`config.mk`:
```
export PLATFORM = sky130hd
export DESIGN_NAME = bcd_seq_converter
export DESIGN_NICKNAME = d
export VERILOG_FILES = /design/src/rtl/bcd_seq_converter.sv
export SDC_FILE = /design/constraint.sdc
export NUM_CORES = 1
export LEC_CHECK = 0
export ABC_AREA = 1
export CAP_MARGIN = 40
export CORE_UTILIZATION = 50
export CTS_CLUSTER_DIAMETER = 100
export CTS_CLUSTER_SIZE = 14
export DETAILED_ROUTE_END_ITERATION = 12
export GPL_ROUTABILITY_DRIVEN = 1
export GPL_TIMING_DRIVEN = 0
export PLACE_DENSITY_LB_ADDON = 0.3
export SLEW_MARGIN = 25
export SYNTH_ARGS = -nofsm -noshare
export SYNTH_HDL_FRONTEND = slang
export SYNTH_SLANG_ARGS = --single-unit
```
`constraint.sdc`:
```
create_clock -name clk -period 1.7 [get_ports clk]
set_input_delay 0.34 -clock clk [delete_from_list [all_inputs] [get_ports clk]]
set_output_delay 0.34 -clock clk [all_outputs]
set_load 0.02 [all_outputs]
```
`src/rtl/bcd_seq_converter.sv`:
```
// rtl/bcd_seq_converter.sv - sequential double-dabble binary-to-BCD converter
`timescale 1ns/1ps
module bcd_seq_converter #(
  parameter int WIDTH  = 8,
  parameter int DIGITS = 3
) (
  input  logic                  clk,
  input  logic                  rst_n,
  input  logic                  in_valid,
  output logic                  in_ready,
  input  logic [WIDTH-1:0]      bin_in,
  output logic                  out_valid,
  input  logic                  out_ready,
  output logic [4*DIGITS-1:0]   bcd_out,
  output logic                  overflow,
  output logic                  busy
);

  localparam int BW = 4 * DIGITS;
  localparam int CW = $clog2(WIDTH + 1);

  localparam logic [1:0] S_IDLE = 2'd0;
  localparam logic [1:0] S_CONV = 2'd1;
  localparam logic [1:0] S_DONE = 2'd2;

  logic [1:0]       r_state;
  logic [WIDTH-1:0] r_bin;
  logic [BW-1:0]    r_bcd;
  logic [BW-1:0]    r_bcd_out;
  logic [CW-1:0]    r_cnt;
  logic             r_ovf;
  logic             r_overflow;
  logic             r_out_valid;

  logic [BW-1:0]    w_bcd_adj;
  logic [BW-1:0]    w_bcd_shift;
  logic             w_carry;
  logic             w_last;

  // Shared correction stage: add 3 to every digit >= 5, then shift in the next binary MSB
  always_comb begin
    w_bcd_adj = r_bcd;
    for (int d = 0; d < DIGITS; d++) begin
      if (r_bcd[4*d +: 4] >= 4'd5) begin
        w_bcd_adj[4*d +: 4] = r_bcd[4*d +: 4] + 4'd3;
      end
    end
    w_carry     = w_bcd_adj[BW-1];
    w_bcd_shift = {w_bcd_adj[BW-2:0], r_bin[WIDTH-1]};
    w_last      = (r_cnt == CW'(1));
  end

  // Handshake FSM and shift datapath; the carry out of the top digit is sticky overflow
  always_ff @(posedge clk or negedge rst_n) begin
    if (!rst_n) begin
      r_state     <= S_IDLE;
      r_bin       <= '0;
      r_bcd       <= '0;
      r_bcd_out   <= '0;
      r_cnt       <= '0;
      r_ovf       <= 1'b0;
      r_overflow  <= 1'b0;
      r_out_valid <= 1'b0;
    end else begin
      case (r_state)
        S_IDLE: begin
          if (in_valid) begin
            r_bin   <= bin_in;
            r_bcd   <= '0;
            r_ovf   <= 1'b0;
            r_cnt   <= CW'(WIDTH);
            r_state <= S_CONV;
          end
        end
        S_CONV: begin
          r_bcd <= w_bcd_shift;
          r_bin <= r_bin << 1;
          r_ovf <= r_ovf | w_carry;
          r_cnt <= r_cnt - CW'(1);
          if (w_last) begin
            r_bcd_out   <= w_bcd_shift;
            r_overflow  <= r_ovf | w_carry;
            r_out_valid <= 1'b1;
            r_state     <= S_DONE;
          end
        end
        S_DONE: begin
          if (out_ready) begin
            r_out_valid <= 1'b0;
            r_state     <= S_IDLE;
          end
        end
        default: r_state <= S_IDLE;
      endcase
    end
  end

  assign in_ready  = (r_state == S_IDLE);
  assign busy      = (r_state == S_CONV);
  assign out_valid = r_out_valid;
  assign bcd_out   = r_bcd_out;
  assign overflow  = r_overflow;

endmodule

```
[Word level (Yosys, flattened, before mapping)]
Index checks and enable logic that the tools add are counted.
Cells by class
  add/subtract/negate cells: 4
  magnitude comparators: 3
  eq/ne operators: 6
  muxes and demuxes: 18
  bitwise operators: 1
  reductions and logical operators: 7
Operators with widths (count)
  $pmux 12 s2: 1
  $mux 4: 4
  $pmux 8 s2: 1
  $add 4x2->4 const B: 3
  $ge 4x3->1 const B: 3
  $mux 12: 1
  $mux 8: 1
  $pmux 4 s2: 1
  $mux 2: 3
  $pmux 2 s3: 1
  $reduce_and 3->1: 2
  $eq 4x1->1 const B: 1
  $ne 2x2->1 const B: 2
  $pmux 1 s2: 2
  $reduce_and 2->1: 2
  $reduce_bool 2->1: 2
  $sub 4x1->4 const B: 1
  $mux 1: 3
  $eq 2x1->1 const B: 1
  $eq 2x2->1 const B: 1
  $logic_not 2->1: 1
  $ne 2x1->1 const B: 1
  $or 1x1->1: 1
Word-level totals
  register bits after elaboration: 41
  bits of input ports: 12
  output and inout bits: 16
  word-level logic and storage cells: 47

[Depth between registers and ports, before layout]
  depth in word-level cells: 4
  gate-level depth with buffers: 8
  mapped depth without buffers: 8

[Least setup slack after synthesis]
No wires, ideal clock.
  path type: reg2reg
  start point: register r_cnt[1]
  end point: register r_bcd_out[5], in the netlist bcd_out[5]
  setup time: 0.118 ns
  arrival time: 1.123 ns
  required time: 1.582 ns
  path slack: 0.459 ns
  stages on the path, launching flop included: 9
  path buffers: 1
  period minus slack after synthesis: 1.241 ns
  path through: dfrtp_1 inv_1 ha_1 nand3_1 nor2_4 inv_2 buf_6 nand2_1 nand2_1
On the way
  cells in the longest elaborated chain, start to end: 2
RTL lines
  from (decl): line 30  | logic [CW-1:0] r_cnt;
  from (signal assigned): line 71  | r_cnt <= CW'(WIDTH);
  from (signal assigned): line 79  | r_cnt <= r_cnt - CW'(1);
  $eq 4x1->1: line 50  | w_last = (r_cnt == CW'(1));
  $reduce_and 2->1 (no line)
  to (signal assigned): line 81  | r_bcd_out <= w_bcd_shift;
  to (decl): line 29  | logic [BW-1:0] r_bcd_out;
Every way passes these cells.
A chain may end at the register's enable or synchronous reset.

[Worst setup path in the final report]
  start point: register r_bcd_out[7], in the netlist bcd_out[7]
  end point: output port bcd_out[7]
RTL lines
  to (decl): line 14  | output logic [4*DIGITS-1:0] bcd_out,
No word-level cell between the ends.

==> impl_metrics.env <==
export IMPL_globalRouteMet1Util_pct=27.0
export IMPL_antenna_found_initial=0
export IMPL_post_synth_edffs=0
export IMPL_yosys_top_cells_area="sky130_fd_sc_hd__dfrtp_1 50%, sky130_fd_sc_hd__nand2_1 16%, sky130_fd_sc_hd__nand3_1 7.8%"
export IMPL_drt_vias_per_instance=4.97
export IMPL_dr_total_vias=1635
export IMPL_clk_root_buffer_cell="sky130_fd_sc_hd__clkbuf_8"
export IMPL_placementRows=22
export IMPL_hold_path_class="flip-flop to flip-flop"
export IMPL_clock_skew_ps=5.14
export IMPL_layout_area_overhead_vs_synth_pct=22.5
export IMPL_grt_busiest_layer="met2"
export IMPL_synthesis_nets=263
export IMPL_whs_ps=480
export IMPL_drv_cap=0
export IMPL_async_reset_ff_share_pct=100
export IMPL_yosysWarningCount=0
export IMPL_antennaDiodeCount=0
export IMPL_numPortBuffers=27
export IMPL_synthDominantCellAreaShare_pct=50.3
export IMPL_core_area_um2=3800
export IMPL_arrival_ps=1270
export IMPL_worst_r2r_setup_slack_ps=210
export IMPL_floorplan_die_height_um=65.9
export IMPL_max_slew_margin_rel_pct=70.3
export IMPL_cts_made_buffers=5
export IMPL_gr_usage_met3_pct=6.90
export IMPL_clock_insertion_delay_worst_skew_ps=280
export IMPL_critical_path_max_fanout=2
export IMPL_post_synth_num_cell_types=28
export IMPL_multi_input_area_um2=862
export IMPL_dp_final_hpwl_mm=2.79
export IMPL_postLayoutSetupSlackWorst_ps=94.3
export IMPL_yosysSeqAreaShare_pct=50.3
export IMPL_slowest_delay_ps=610
export IMPL_ys_flop_type="sky130_fd_sc_hd__dfrtp_1"
export IMPL_leakagePower_nw=1.27
export IMPL_finalWorstPathRequiredPeriod_ps=1610
export IMPL_final_seq_area_um2=1030
export IMPL_critical_path_top_delay_family="buffers and inverters"
export IMPL_detailedRoute_firstIterationViolations=147
export IMPL_netlist_area_um2=2040
export IMPL_finalHoldViolations=0
export IMPL_fin_crit_sh_pct=94.5
export IMPL_timing_rr_start="r_state[1]"
export IMPL_path_class="flip-flop to output pin"
export IMPL_die_area_um2=4340
export IMPL_synth_top_cell_by_area="sky130_fd_sc_hd__dfrtp_1"
export IMPL_hold_start="r_bin[0]"
export IMPL_path_clk_slew_ps=70
export IMPL_synth_most_common_cell="sky130_fd_sc_hd__nand2_1"
export IMPL_layout_nets=301
export IMPL_grt_pass1_vias=1635
export IMPL_detail_route_drc_violations=0
export IMPL_synth_area_per_cell_um2=8.40
export IMPL_max_vdd_ir_drop_v=0.000788
export IMPL_gr_usage_met2_pct=33.9
export IMPL_worst_slew_pin_slew_ps=446
export IMPL_rsz0062_at_grt="no"
export IMPL_netlist_instances=243
export IMPL_numClockSinks=41
export IMPL_ys_ff_latch=41
export IMPL_setup_violations_final=0
export IMPL_wirelength_mm=3.81
export IMPL_worstPathBufferInverterCount=1
export IMPL_detailedRoute_firstPassIterationCount=4
export IMPL_pre_cts_ws_ps=-208
export IMPL_timing_critical_path_cells="clkdlybuf4s50_1"
export IMPL_routabilityCongestion=0.820
export IMPL_destination_of_the_worst_register_to_register_timing_path="bcd_out[9]"
export IMPL_drive_above_1_share_pct=11.7
export IMPL_whs_path_depth=2
export IMPL_design_portCount=28
export IMPL_groute_usage_overall_pct=21.4
export IMPL_run_status="finished clean"
export IMPL_pin_count_of_the_biggest_net_entering_global_routing=27
export IMPL_grt_remaining_overflow=0
export IMPL_fill_cells=346
export IMPL_tritoncts="done"
export IMPL_slew_violations=0
export IMPL_floorplan_initialDensity_pct=53.7
export IMPL_clock_fmax_mhz=623
export IMPL_worstHoldEndpoint="r_bin[0]"
export IMPL_chipWidth_um=65.9
export IMPL_cp_data_required_time_ps=1360
export IMPL_worstSetupStartpointType="flip-flop"
export IMPL_ant_nets=0
export IMPL_synth_commonest_cells="88 x sky130_fd_sc_hd__nand2_1, 41 x sky130_fd_sc_hd__dfrtp_1, 32 x sky130_fd_sc_hd__nand3_1"
export IMPL_worst_setup_path_end_kind="output pin"
export IMPL_cpMaxStageDelayCell="sky130_fd_sc_hd__clkdlybuf4s50_1"
export IMPL_global_route_wire_length_before_repair_mm=6.90
export IMPL_clockBufferDepth=2
export IMPL_ff2ff_path_depth=8
export IMPL_wire_per_inst_um=11.6
export IMPL_htree_num_levels=2
export IMPL_power_density_nw_per_um2=1840
==> layout by cell type, fill, tap and decap left out, drive strengths merged <==
cell / instances
clkdlybuf4s50: 24
ha: 8
o31ai: 1
nand3: 32
clkbuf: 7
nand2: 99
dfrtp: 41
o211ai: 1
nand4: 1
inv: 26
dlygate4sd2: 1
clkdlybuf4s15: 1
o22ai: 3
xnor2: 1
buf: 9
dlygate4sd3: 1
nor2: 6
mux2i: 1
a21oi: 1
o21ai: 17
==> state kept, by name, indices dropped and copies added (netlist names) <==
| register | flops |
|---|---|
| bcd_out | 12 |
| r_bin | 8 |
| out_valid | 1 |
| r_bcd | 12 |
| r_ovf | 1 |
| r_state | 2 |
| r_cnt | 4 |
| overflow | 1 |
==> per-layer routing <==
layer,wire [um],vias up
met2,1760,47
met4,27,0
met5,0,-
met1,1770,736
met3,243,2
li1,-,850
==> kinds of logic after synthesis <==
kind of cell / count (synthesis) / synth area share, %
and+or+nand+nor: 138 / 30.3
DFF: 41 / 50.3
buffers and inverters: 31 / 7.48
AOI/OAI and AO/OA: 23 / 6.07
adders and majority gates: 8 / 4.91
xor gates and xnor gates: 1 / 0.429
muxes: 1 / 0.491
==> power breakdown <==
group,internal [W],total [W],switching (W)
combinational,0.000943,0.00231,0.00137
clock,0.000322,0.000620,0.000298
sequential,0.00139,0.00167,0.000286
==> cell type report <==
cell class | instances | area share, %
buffer | 4 | 1.70
sequential | 41 | 41.0
multi-input combinational | 171 | 34.5
timing repair buffer | 32 | 12.7
inverter | 26 | 4.20
clock buffer | 7 | 3.45
tap | 48 | 2.40
==> metrics by stage <==
stage	cells	TNS [ps]	area, um^2	power (W)	utilization [%]
floorplan	243	0	2040	0.00325	-
global placement	318	-30340	2370	0.00387	62.4
detailed placement	319	-208	2390	0.00397	62.8
CTS	326	0	2480	0.00459	65.2
global route	329	0	2500	0.00504	65.8
finish	329	0	2500	0.00460	65.8
==> timing repair <==
item | 4_1_cts | 5_1_grt
setup endpoints to repair | 2 | 1
cloned | 0 | 0
buffers inserted | 0 | 3
hold buffers | 1 | 0
gates resized for setup | 4 | 0
pin swaps | 1 | 1
hold endpoints to repair | 15 | 0
==> worst max path at each step <==
stage / start / cells after the start / slack (ps) / end
2_1_floorplan: r_cnt[1] / 8 / 460 / bcd_out[5]
3_3_place_gp: rst_n / 1 / -740 / bcd_out[5]
3_5_place_dp: r_state[1] / 3 / -210 / busy
4_1_cts: r_state[1] / 2 / 10 / busy
5_1_grt: bcd_out[7] / 1 / 40 / bcd_out[7]
6_report: bcd_out[7] / 1 / 90 / bcd_out[7]
Power figures use the tool's default switching activity.
